File: config.mk
export PLATFORM = sky130hd
export DESIGN_NAME = spi_master_flat
export DESIGN_NICKNAME = d
export VERILOG_FILES = /design/src/rtl/spi_pkg.sv /design/src/rtl/spi_if.sv /design/src/rtl/spi_clkgen.sv /design/src/rtl/spi_master.sv /design/src/flat_wrapper.sv
export SDC_FILE = /design/constraint.sdc
export NUM_CORES = 1
export LEC_CHECK = 0
export CAP_MARGIN = 20
export CORE_MARGIN = 2
export CORE_UTILIZATION = 40
export CTS_CLUSTER_DIAMETER = 40
export DETAILED_ROUTE_END_ITERATION = 16
export PLACE_DENSITY = 0.68
export RECOVER_POWER = 100
export SLEW_MARGIN = 20
export SYNTH_ARGS = -nofsm -noshare
export SYNTH_HDL_FRONTEND = slang
export SYNTH_SLANG_ARGS = --single-unit
export TNS_END_PERCENT = 50
File: constraint.sdc
create_clock -name clock -period 5.1 [get_ports clock]
set_input_delay 1.02 -clock clock [delete_from_list [all_inputs] [get_ports clock]]
set_output_delay 1.02 -clock clock [all_outputs]
set_load 0.02 [all_outputs]
File: src/rtl/spi_pkg.sv
// spi_pkg: shared types, constants and chip-select decode for spi_master.
// Optional feature macro: SPI_MASTER_PARITY_EN (adds one even-parity bit to each frame direction).
package spi_pkg;

    typedef enum logic [2:0] {
        ST_IDLE,
        ST_SETUP,
        ST_TX,
        ST_RX,
        ST_HOLD
    } spi_state_t;

    localparam int unsigned SPI_TX_BITS = 68;
    localparam int unsigned SPI_RX_BITS = 32;
    localparam int unsigned SPI_NUM_SLV = 3;
    localparam int unsigned SPI_CNT_W   = 7;

    localparam int unsigned SPI_SLV_ALU = 0;
    localparam int unsigned SPI_SLV_MUL = 1;
    localparam int unsigned SPI_SLV_BAS = 2;

`ifdef SPI_MASTER_PARITY_EN
    localparam int unsigned SPI_PAR_BITS = 1;
`else
    localparam int unsigned SPI_PAR_BITS = 0;
`endif

    localparam int unsigned SPI_TX_FRAME = SPI_TX_BITS + SPI_PAR_BITS;
    localparam int unsigned SPI_RX_FRAME = SPI_RX_BITS + SPI_PAR_BITS;

    // Command payload, MSB first on the wire
    typedef struct packed {
        logic [3:0]  opcode;
        logic [31:0] operand_a;
        logic [31:0] operand_b;
    } spi_req_t;

    // One-hot-low chip select for a slave index; invalid index selects nobody
    function automatic logic [SPI_NUM_SLV-1:0] spi_cs_decode(input logic [1:0] sel);
        logic [SPI_NUM_SLV-1:0] cs;
        cs = '1;
        case (sel)
            2'(SPI_SLV_ALU): cs = 3'b110;
            2'(SPI_SLV_MUL): cs = 3'b101;
            2'(SPI_SLV_BAS): cs = 3'b011;
            default:         cs = '1;
        endcase
        return cs;
    endfunction

endpackage

File: src/rtl/spi_if.sv
// spi_if: CPU request/response handshake plus the shared SPI wires.
interface spi_if;
    logic        start;
    logic [1:0]  slave_sel;
    logic [3:0]  opcode;
    logic [31:0] operand_a;
    logic [31:0] operand_b;
    logic        busy;
    logic        done;
    logic [31:0] result;
    logic        err;
    logic        sclk;
    logic        mosi;
    logic        miso;
    logic [2:0]  cs_n;

    modport master (
        input  start, slave_sel, opcode, operand_a, operand_b, miso,
        output busy, done, result, err, sclk, mosi, cs_n
    );

    modport slave (
        output start, slave_sel, opcode, operand_a, operand_b, miso,
        input  busy, done, result, err, sclk, mosi, cs_n
    );
endinterface

File: src/rtl/spi_clkgen.sv
// spi_clkgen: SCK divider; toggles sclk every CLK_DIV clocks while enabled and
// flags the clock on which a rising or falling SCK edge is due.
module spi_clkgen #(
    parameter int unsigned CLK_DIV = 2
) (
    input  logic clock,
    input  logic reset,
    input  logic en_i,
    input  logic sck_en_i,
    output logic sclk_o,
    output logic rise_tick_c,
    output logic fall_tick_c
);
    localparam int unsigned DIV_W = 8;

    logic [DIV_W-1:0] cnt_q;
    logic             sclk_q;
    logic             half_c;

    assign half_c      = en_i && (cnt_q == DIV_W'(CLK_DIV - 1));
    assign rise_tick_c = half_c && !sclk_q;
    assign fall_tick_c = half_c && sclk_q;
    assign sclk_o      = sclk_q;

    // Half-period counter; sclk held low when disabled or when toggling is masked
    always_ff @(posedge clock or negedge reset) begin
        if (!reset) begin
            cnt_q  <= '0;
            sclk_q <= 1'b0;
        end else if (!en_i) begin
            cnt_q  <= '0;
            sclk_q <= 1'b0;
        end else if (half_c) begin
            cnt_q <= '0;
            if (sck_en_i) begin
                sclk_q <= !sclk_q;
            end
        end else begin
            cnt_q <= cnt_q + DIV_W'(1);
        end
    end
endmodule

File: src/rtl/spi_master.sv
// spi_master: mode-0 SPI initiator that ships a command frame to one coprocessor
// slave and shifts its 32-bit result back. Optional macro: SPI_MASTER_PARITY_EN.
module spi_master
    import spi_pkg::*;
#(
    parameter int unsigned CLK_DIV = 2
) (
    input  logic clock,
    input  logic reset,
    spi_if.master bus
);
    spi_state_t                state_q;
    logic [SPI_CNT_W-1:0]      bit_cnt_q;
    logic [SPI_TX_FRAME-2:0]   tx_sr_q;
    logic [SPI_RX_FRAME-1:0]   rx_sr_q;
    logic                      busy_q;
    logic                      done_q;
    logic [SPI_RX_BITS-1:0]    result_q;
    logic                      mosi_q;
    logic [SPI_NUM_SLV-1:0]    cs_n_q;

    spi_req_t                  req_c;
    logic [SPI_TX_FRAME-1:0]   frame_c;
    logic                      clk_en_c;
    logic                      sck_en_c;
    logic                      rise_tick_c;
    logic                      fall_tick_c;
    logic                      sclk_w;

    // Assemble the outgoing frame from the live request inputs
    always_comb begin
        req_c = '{opcode: bus.opcode, operand_a: bus.operand_a, operand_b: bus.operand_b};
`ifdef SPI_MASTER_PARITY_EN
        frame_c = {req_c, ^req_c};
`else
        frame_c = req_c;
`endif
    end

    // SCK runs from SETUP through HOLD; HOLD only waits out a half-period with SCK low
    assign clk_en_c = (state_q != ST_IDLE);
    assign sck_en_c = (state_q != ST_HOLD);

    spi_clkgen #(.CLK_DIV(CLK_DIV)) u_clkgen (
        .clock       (clock),
        .reset       (reset),
        .en_i        (clk_en_c),
        .sck_en_i    (sck_en_c),
        .sclk_o      (sclk_w),
        .rise_tick_c (rise_tick_c),
        .fall_tick_c (fall_tick_c)
    );

`ifdef SPI_MASTER_PARITY_EN
    logic err_q;
    assign bus.err = err_q;
`else
    assign bus.err = 1'b0;
`endif

    // Transaction FSM with shift registers; mosi changes on falling SCK, miso sampled on rising
    always_ff @(posedge clock or negedge reset) begin
        if (!reset) begin
            state_q   <= ST_IDLE;
            bit_cnt_q <= '0;
            tx_sr_q   <= '0;
            rx_sr_q   <= '0;
            busy_q    <= 1'b0;
            done_q    <= 1'b0;
            result_q  <= '0;
            mosi_q    <= 1'b0;
            cs_n_q    <= '1;
`ifdef SPI_MASTER_PARITY_EN
            err_q     <= 1'b0;
`endif
        end else begin
            done_q <= 1'b0;
            unique case (state_q)
                ST_IDLE: begin
                    // done_q blocks a start landing in the completion cycle
                    if (bus.start && !done_q && (bus.slave_sel <= 2'(SPI_SLV_BAS))) begin
                        tx_sr_q   <= frame_c[SPI_TX_FRAME-2:0];
                        mosi_q    <= frame_c[SPI_TX_FRAME-1];
                        cs_n_q    <= spi_cs_decode(bus.slave_sel);
                        busy_q    <= 1'b1;
                        bit_cnt_q <= '0;
                        state_q   <= ST_SETUP;
                    end
                end
                ST_SETUP: begin
                    if (rise_tick_c) begin
                        bit_cnt_q <= '0;
                        state_q   <= ST_TX;
                    end
                end
                ST_TX: begin
                    if (fall_tick_c) begin
                        if (bit_cnt_q == SPI_CNT_W'(SPI_TX_FRAME - 1)) begin
                            mosi_q    <= 1'b0;
                            bit_cnt_q <= '0;
                            state_q   <= ST_RX;
                        end else begin
                            mosi_q    <= tx_sr_q[SPI_TX_FRAME-2];
                            tx_sr_q   <= {tx_sr_q[SPI_TX_FRAME-3:0], 1'b0};
                            bit_cnt_q <= bit_cnt_q + SPI_CNT_W'(1);
                        end
                    end
                end
                ST_RX: begin
                    if (rise_tick_c) begin
                        rx_sr_q   <= {rx_sr_q[SPI_RX_FRAME-2:0], bus.miso};
                        bit_cnt_q <= bit_cnt_q + SPI_CNT_W'(1);
                    end else if (fall_tick_c && (bit_cnt_q == SPI_CNT_W'(SPI_RX_FRAME))) begin
                        bit_cnt_q <= '0;
                        state_q   <= ST_HOLD;
                    end
                end
                ST_HOLD: begin
                    if (rise_tick_c) begin
                        cs_n_q   <= '1;
                        result_q <= rx_sr_q[SPI_RX_FRAME-1 -: SPI_RX_BITS];
`ifdef SPI_MASTER_PARITY_EN
                        err_q    <= ^rx_sr_q;
`endif
                        done_q   <= 1'b1;
                        busy_q   <= 1'b0;
                        state_q  <= ST_IDLE;
                    end
                end
                default: state_q <= ST_IDLE;
            endcase
        end
    end

    assign bus.busy   = busy_q;
    assign bus.done   = done_q;
    assign bus.result = result_q;
    assign bus.sclk   = sclk_w;
    assign bus.mosi   = mosi_q;
    assign bus.cs_n   = cs_n_q;
endmodule

File: src/flat_wrapper.sv
// flat-port wrapper written by rule: the top's interface ports become plain ports
module spi_master_flat import spi_pkg::*;
#(
    parameter int unsigned CLK_DIV = 2
)
  (clock, reset, bus_start, bus_slave_sel, bus_opcode, bus_operand_a, bus_operand_b, bus_miso, bus_busy, bus_done, bus_result, bus_err, bus_sclk, bus_mosi, bus_cs_n);
  spi_if bus_i ();
  input  logic clock;
  input  logic reset;
  input wire logic [$bits(bus_i.start)-1:0] bus_start;
  input wire logic [$bits(bus_i.slave_sel)-1:0] bus_slave_sel;
  input wire logic [$bits(bus_i.opcode)-1:0] bus_opcode;
  input wire logic [$bits(bus_i.operand_a)-1:0] bus_operand_a;
  input wire logic [$bits(bus_i.operand_b)-1:0] bus_operand_b;
  input wire logic [$bits(bus_i.miso)-1:0] bus_miso;
  output wire logic [$bits(bus_i.busy)-1:0] bus_busy;
  output wire logic [$bits(bus_i.done)-1:0] bus_done;
  output wire logic [$bits(bus_i.result)-1:0] bus_result;
  output wire logic [$bits(bus_i.err)-1:0] bus_err;
  output wire logic [$bits(bus_i.sclk)-1:0] bus_sclk;
  output wire logic [$bits(bus_i.mosi)-1:0] bus_mosi;
  output wire logic [$bits(bus_i.cs_n)-1:0] bus_cs_n;
  assign bus_i.start = bus_start;
  assign bus_i.slave_sel = bus_slave_sel;
  assign bus_i.opcode = bus_opcode;
  assign bus_i.operand_a = bus_operand_a;
  assign bus_i.operand_b = bus_operand_b;
  assign bus_i.miso = bus_miso;
  assign bus_busy = bus_i.busy;
  assign bus_done = bus_i.done;
  assign bus_result = bus_i.result;
  assign bus_err = bus_i.err;
  assign bus_sclk = bus_i.sclk;
  assign bus_mosi = bus_i.mosi;
  assign bus_cs_n = bus_i.cs_n;
  spi_master #(.CLK_DIV(CLK_DIV)) u_core (.clock(clock), .reset(reset), .bus(bus_i));
endmodule
Word-level counts from Yosys, hierarchy flattened
Index checks and enable logic that the tools add are counted.

operators by class
  add/subtract/negate cells = 2
  $lt $le $gt $ge = 1
  eq/ne operators = 21
  multiplexer cells = 37
  reduce and logical (&&, ||, !) cells = 22

operators with widths
  operator                                                                  number
  67-bit two-way mux                                                        3
  67-bit one-hot mux with 2 select lines                                    1
  7-bit two-way mux                                                         6
  7-bit one-hot mux with 4 select lines                                     1
  3-bit two-way mux                                                         9
  8-bit two-way mux                                                         2
  2-bit by 1-bit inequality test with 1-bit output (second input constant)  8
  3-bit one-hot mux with 5 select lines                                     1
  1-bit two-way mux                                                         10
  3-bit one-hot mux with 3 select lines                                     1
  8-bit by 1-bit adder with 8-bit output (second input constant)            1
  8-bit by 1-bit == test with 1-bit output (second input constant)          1
  7-bit by 1-bit adder with 7-bit output (second input constant)            1
  7-bit by 6-bit == test with 1-bit output (second input constant)          1
  7-bit == test (second input constant)                                     1
  7-bit AND reduction                                                       1
  3-bit by 2-bit == test with 1-bit output (second input constant)          2
  1-bit logical AND                                                         6
  3-bit one-hot mux with 2 select lines                                     1
  2-bit AND reduction                                                       3
  3-bit AND reduction                                                       2
  5-bit AND reduction                                                       1
  2-bit inequality test (second input constant)                             2
  1-bit one-hot mux with 2 select lines                                     2
  14 further kinds                                                          16

storage, ports and cells
  flip-flop bits (word level) = 156
  bits of input ports = 74
  output and inout bits = 40
  logic and storage cells = 94

Longest topological paths before layout
  depth in word-level cells = 7
  depth in mapped cells = 9
  mapped depth without buffers = 7

By module
Synthesis repeated with hierarchy kept, for this count alone.

second synthesis, totals
  cells, all modules = 652
  area total of the unflattened synthesis = 6776.5 µm²

by module, submodules not included
  module      times used  cells each  area an instance (µm²)  sequential area each (µm²)
  spi_master  1           604         6314.8                  3682.3
  spi_clkgen  1           48          461.7                   225.2

Least setup slack after synthesis
OpenSTA, ideal clock, no wires.

  kind = register -> register
  from = register u_core.u_clkgen.cnt_q[1]
  to = register u_core.result_q[20], in the netlist u_core.bus.result[20]
  setup time = 125 ps
  arrival time = 2210 ps
  required time = 4975 ps
  setup slack = 2765 ps
  cell stages (with the launch flop) = 9
  buffers on the path = 2
  period minus slack after synthesis = 2335 ps
  path through = dfrtp_1 inv_1 ha_1 or4b_4 or2_1 clkbuf_1 nor3_4 buf_4 mux2_2

between the ends
  longest elaborated chain between the ends = 4

ends and longest elaborated chain
  element                                   RTL line           RTL
  start: declaration                        spi_clkgen.sv:16   logic [DIV_W-1:0] cnt_q;
  start signal: assignment                  spi_clkgen.sv:39   cnt_q <= cnt_q + DIV_W'(1);
  8-bit by 1-bit == test with 1-bit output  spi_clkgen.sv:20   assign half_c = en_i && (cnt_q == DIV_W'(CLK_DIV - 1));
  1-bit logical AND                         spi_clkgen.sv:20
  1-bit logical AND                         spi_clkgen.sv:21   assign rise_tick_c = half_c && !sclk_q;
  2-bit AND reduction (no source line)      -
  end signal: assignment                    spi_master.sv:121  result_q <= rx_sr_q[SPI_RX_FRAME-1 -: SPI_RX_BITS];
  end: declaration                          spi_master.sv:18   logic [SPI_RX_BITS-1:0] result_q;

Every way passes these cells.
A chain may end at the register's enable or synchronous reset.

Worst setup path in the final report
  from = register u_core.u_clkgen.cnt_q[1]
  to = register u_core.result_q[22], in the netlist u_core.bus.result[22]

Same word-level chain as after synthesis.

==> summary.txt <==
Power and ir drop
  – Worst IR Drop VDD: 0.000393 V
  – Pwr dens: 511 nW/um^2
  – Leak: 3.95 nW

Logic synthesis
  – Number of enable flip-flop cells after synthesis: 0
  – Syn nets: 656
  – Leading area contributor after synthesis: dfrtp_1
  – Largest cells by area after synthesis: dfrtp_1 (56%), mux2i_1 (9.7%), mux2_2 (7.7%)
  – Mean Syn Cell Area: 11.8 sq um
  – Yosys top cell area share: 56.0%
  – Area of the mapped netlist: 6830 sq um
  – Post-synthesis register bit count: 156
  – Seq/Total Area, Yosys: 57.2%
  – Ys flop type: dfrtp_1
  – Cells after synthesis: 578
  – Synth async-reset ratio: 100%
  – Ys Warns: 0
  – Synth cell types: 49

Job
  – Max Cap Violations: 3

Routing
  – DRC errors left: 0
  – Antenna-violating nets left: 0
  – Via count: 4583
  – Via density: 5.03
  – Final WL: 13.8 mm
  – Routed len/inst: 15.1 um
  – TritonRoute pass-1 iters: 4
  – Iter 0 DRT Violations: 185

Global route
  – Remaining Overflow, GRT: 0
  – First-pass GRT wire length: 23.2 mm
  – Total track usage: 16.0%
  – Vias in the first global route: 4702
  – Antenna violations before repair: 0
  – Largest net degree at the start of global routing: 134

Clock network
  – CTS tree: yes
  – CTS H-tree lvls: 4
  – Cts bufs inserted: 17
  – Post_cts resized: 0
  – Clk root buf: clkbuf_16
  – Postcts setup bufs: 0
  – Clock Tree Buf Depth: 2
  – Sinks on Clock Net: 156
  – Hold_buf cts: 0
  – Clk_lat worst skew: 420 ps
  – Clock transition at the registers of the reported paths: 60 ps

Timing
  – Final Cycle Share: 72.1%
  – Final TNS setup: 0 ps
  – Max-slew violation count: 208
  – Fmax: 272 MHz
  – Count of final hold-check violations: 0
  – Final Skew: 6.44 ps
  – Max transition margin: -35.0%
  – Final setup violation count: 0
  – Unrepaired setup endpoints after global routing: no
  – Slew @ Worst Pin: 2020 ps
  – Minimum clock period: 3680 ps

Placement
  – Routability Congestion: 0.786
  – DP HPWL: 8.97 mm
  – Number of cells after detailed placement: 879
  – IO buf count: 112

Die
  – Die height: 135 um
  – Starting density of the core: 41.0%
  – Die area: 18100 sq um
  – Row cnt: 47
  – Top Ports: 114
  – Core Region: 16600 sq um
  – Die W: 135 um

Critical path
  – Crit. Startpoint: u_core.u_clkgen.cnt_q[1]
  – Crit-path max FO: 33
  – Crit end category: register
  – CP required: 5400 ps
  – Worst path arrival time: 3980 ps
  – R2r startpoint: u_core.u_clkgen.cnt_q[1]
  – Worst Path Class, Setup: register to register
  – CP Launch Type: register

Finish
  – Final nets: 756
  – Ratio of cells with drive above 1 in the final layout: 12.9%
  – Fin cells: 911
  – Antenna cells: 0
  – Area growth syn-to-layout: 26.7%

Worst hold path
  – Worst min path class: register to register
  – Hold wc startpoint: u_core.tx_sr_q[15]

Outcome
  – Status: complete, but fails checks
  – Failing checks: max-capacitance violations, max-slew violations
[stage by stage]
stage	util [%]	hold slack, ps	power (mW)	area (sq um)	worst slack (ps)
final	52.0	479	4.42	8650	1420
after global routing	52.0	502	4.76	8650	1160
after CTS	52.2	484	4.49	8680	2340
after detailed placement	48.7	470	3.24	8100	1890
after global placement	48.7	461	3.15	8100	1990
after floorplan	-	450	2.87	6830	2760
[cells in the mapped netlist (2+ instances only)]
| master | n |
|---|---|
| o21ai_0 | 74 |
| and3_1 | 5 |
| inv_1 | 9 |
| a21o_1 | 2 |
| mux2i_1 | 66 |
| or3_1 | 4 |
| a32oi_1 | 3 |
| buf_2 | 5 |
| nand2_1 | 76 |
| buf_1 | 3 |
| nor2_1 | 16 |
| o211ai_1 | 2 |
| buf_4 | 4 |
| mux2_1 | 19 |
| xnor2_1 | 3 |
| nand4_1 | 2 |
| nand3b_1 | 4 |
| o22ai_1 | 2 |
| a21oi_1 | 6 |
| nor3b_1 | 3 |
| ha_1 | 4 |
| nor3_1 | 2 |
| clkbuf_1 | 22 |
| mux2_2 | 47 |
| dfrtp_1 | 153 |
| a21boi_0 | 2 |
| nor2b_1 | 2 |
| o21ai_1 | 4 |
| buf_6 | 2 |
| nand3_1 | 6 |
| dfstp_2 | 3 |
| o31ai_1 | 3 |
| xor2_1 | 4 |
[layout by cell type, fill, tap and decap left out, types with 3 or more instances in the layout]
master             n
a32oi_1            3
nor2_1            16
mux2_2            47
clkdlybuf4s50_1   72
clkbuf_16         17
dfstp_2            3
ha_1               4
and3_1             5
o21ai_1            3
dlygate4sd3_1     39
mux2_1            19
dfrtp_1          153
nand2_1           76
a21oi_1            6
o21ai_0           75
or3_1              4
clkbuf_1           4
mux2i_1           66
clkinvlp_4         7
xnor2_1            3
nand3_1            6
o31ai_1            3
xor2_1             4
inv_1              9
nand3b_1           4
[path summary, 6_finish.rpt]
kind | endpoint | slack, ps | cells past startpoint
hold / removal | u_core.tx_sr_q[15] | 480 | 2
min in group asynchronous | u_core.tx_sr_q[40] | 570 | 1
setup / recovery | u_core.bus.result[22] | 1420 | 7
setup reg to reg | u_core.bus.result[22] | 1420 | 7
max in group asynchronous | u_core.u_clkgen.cnt_q[1] | 3480 | 2
hold reg to reg | u_core.tx_sr_q[15] | 480 | 2
[worst max-delay path: stages (launching register included)]
cell      delay, ps
dfrtp_1         410
inv_1            60
ha_1            130
or4b_1          520
or2_0           420
nor3_4          200
clkbuf_1       1340
mux2_2          450
[flip-flops by register name, indices dropped and copies added (netlist names), 3 cells and up]
register,cells
u_core.bit_cnt_q,7
u_core.bus.result,32
u_core.u_clkgen.cnt_q,8
u_core.state_q,3
u_core.bus.cs_n,3
u_core.tx_sr_q,67
u_core.rx_sr_q,32
[metal layers]
layer | GRT usage (%) | wire length [um] | up-vias
met5 | 0 | 0 | -
met4 | 5.96 | 185 | 0
met3 | 4.39 | 866 | 16
met2 | 23.9 | 6110 | 112
met1 | 22.4 | 6620 | 2240
li1 | - | - | 2215
[final cells by class]
type                            count  area (sq um)
Tap cell                          220           275
Clock buffer                       22           464
Fill cell                        1441          7990
Clock inverter                     10           118
Multi-Input combinational cell    377          2700
Timing Repair Buffer              117          1160
Sequential cell                   156          3910
Inverter                            9          33.8
[logic make-up after synthesis]
kind of cell / Yosys count / synth area share (%)
mux: 132 / 20.5
compound gates: 102 / 8.52
buf+inv: 45 / 3.00
flops: 156 / 57.2
fa+ha+maj: 4 / 0.733
simple gates: 131 / 9.05
xor+xnor: 7 / 0.897
other cells: 1 / 0.0549
[report_power, final]
group / internal [mW] / switching, mW
logic: 0.573 / 0.787
clock network: 0.745 / 0.498
registers: 1.60 / 0.218
(Power assumes the default switching activity.)
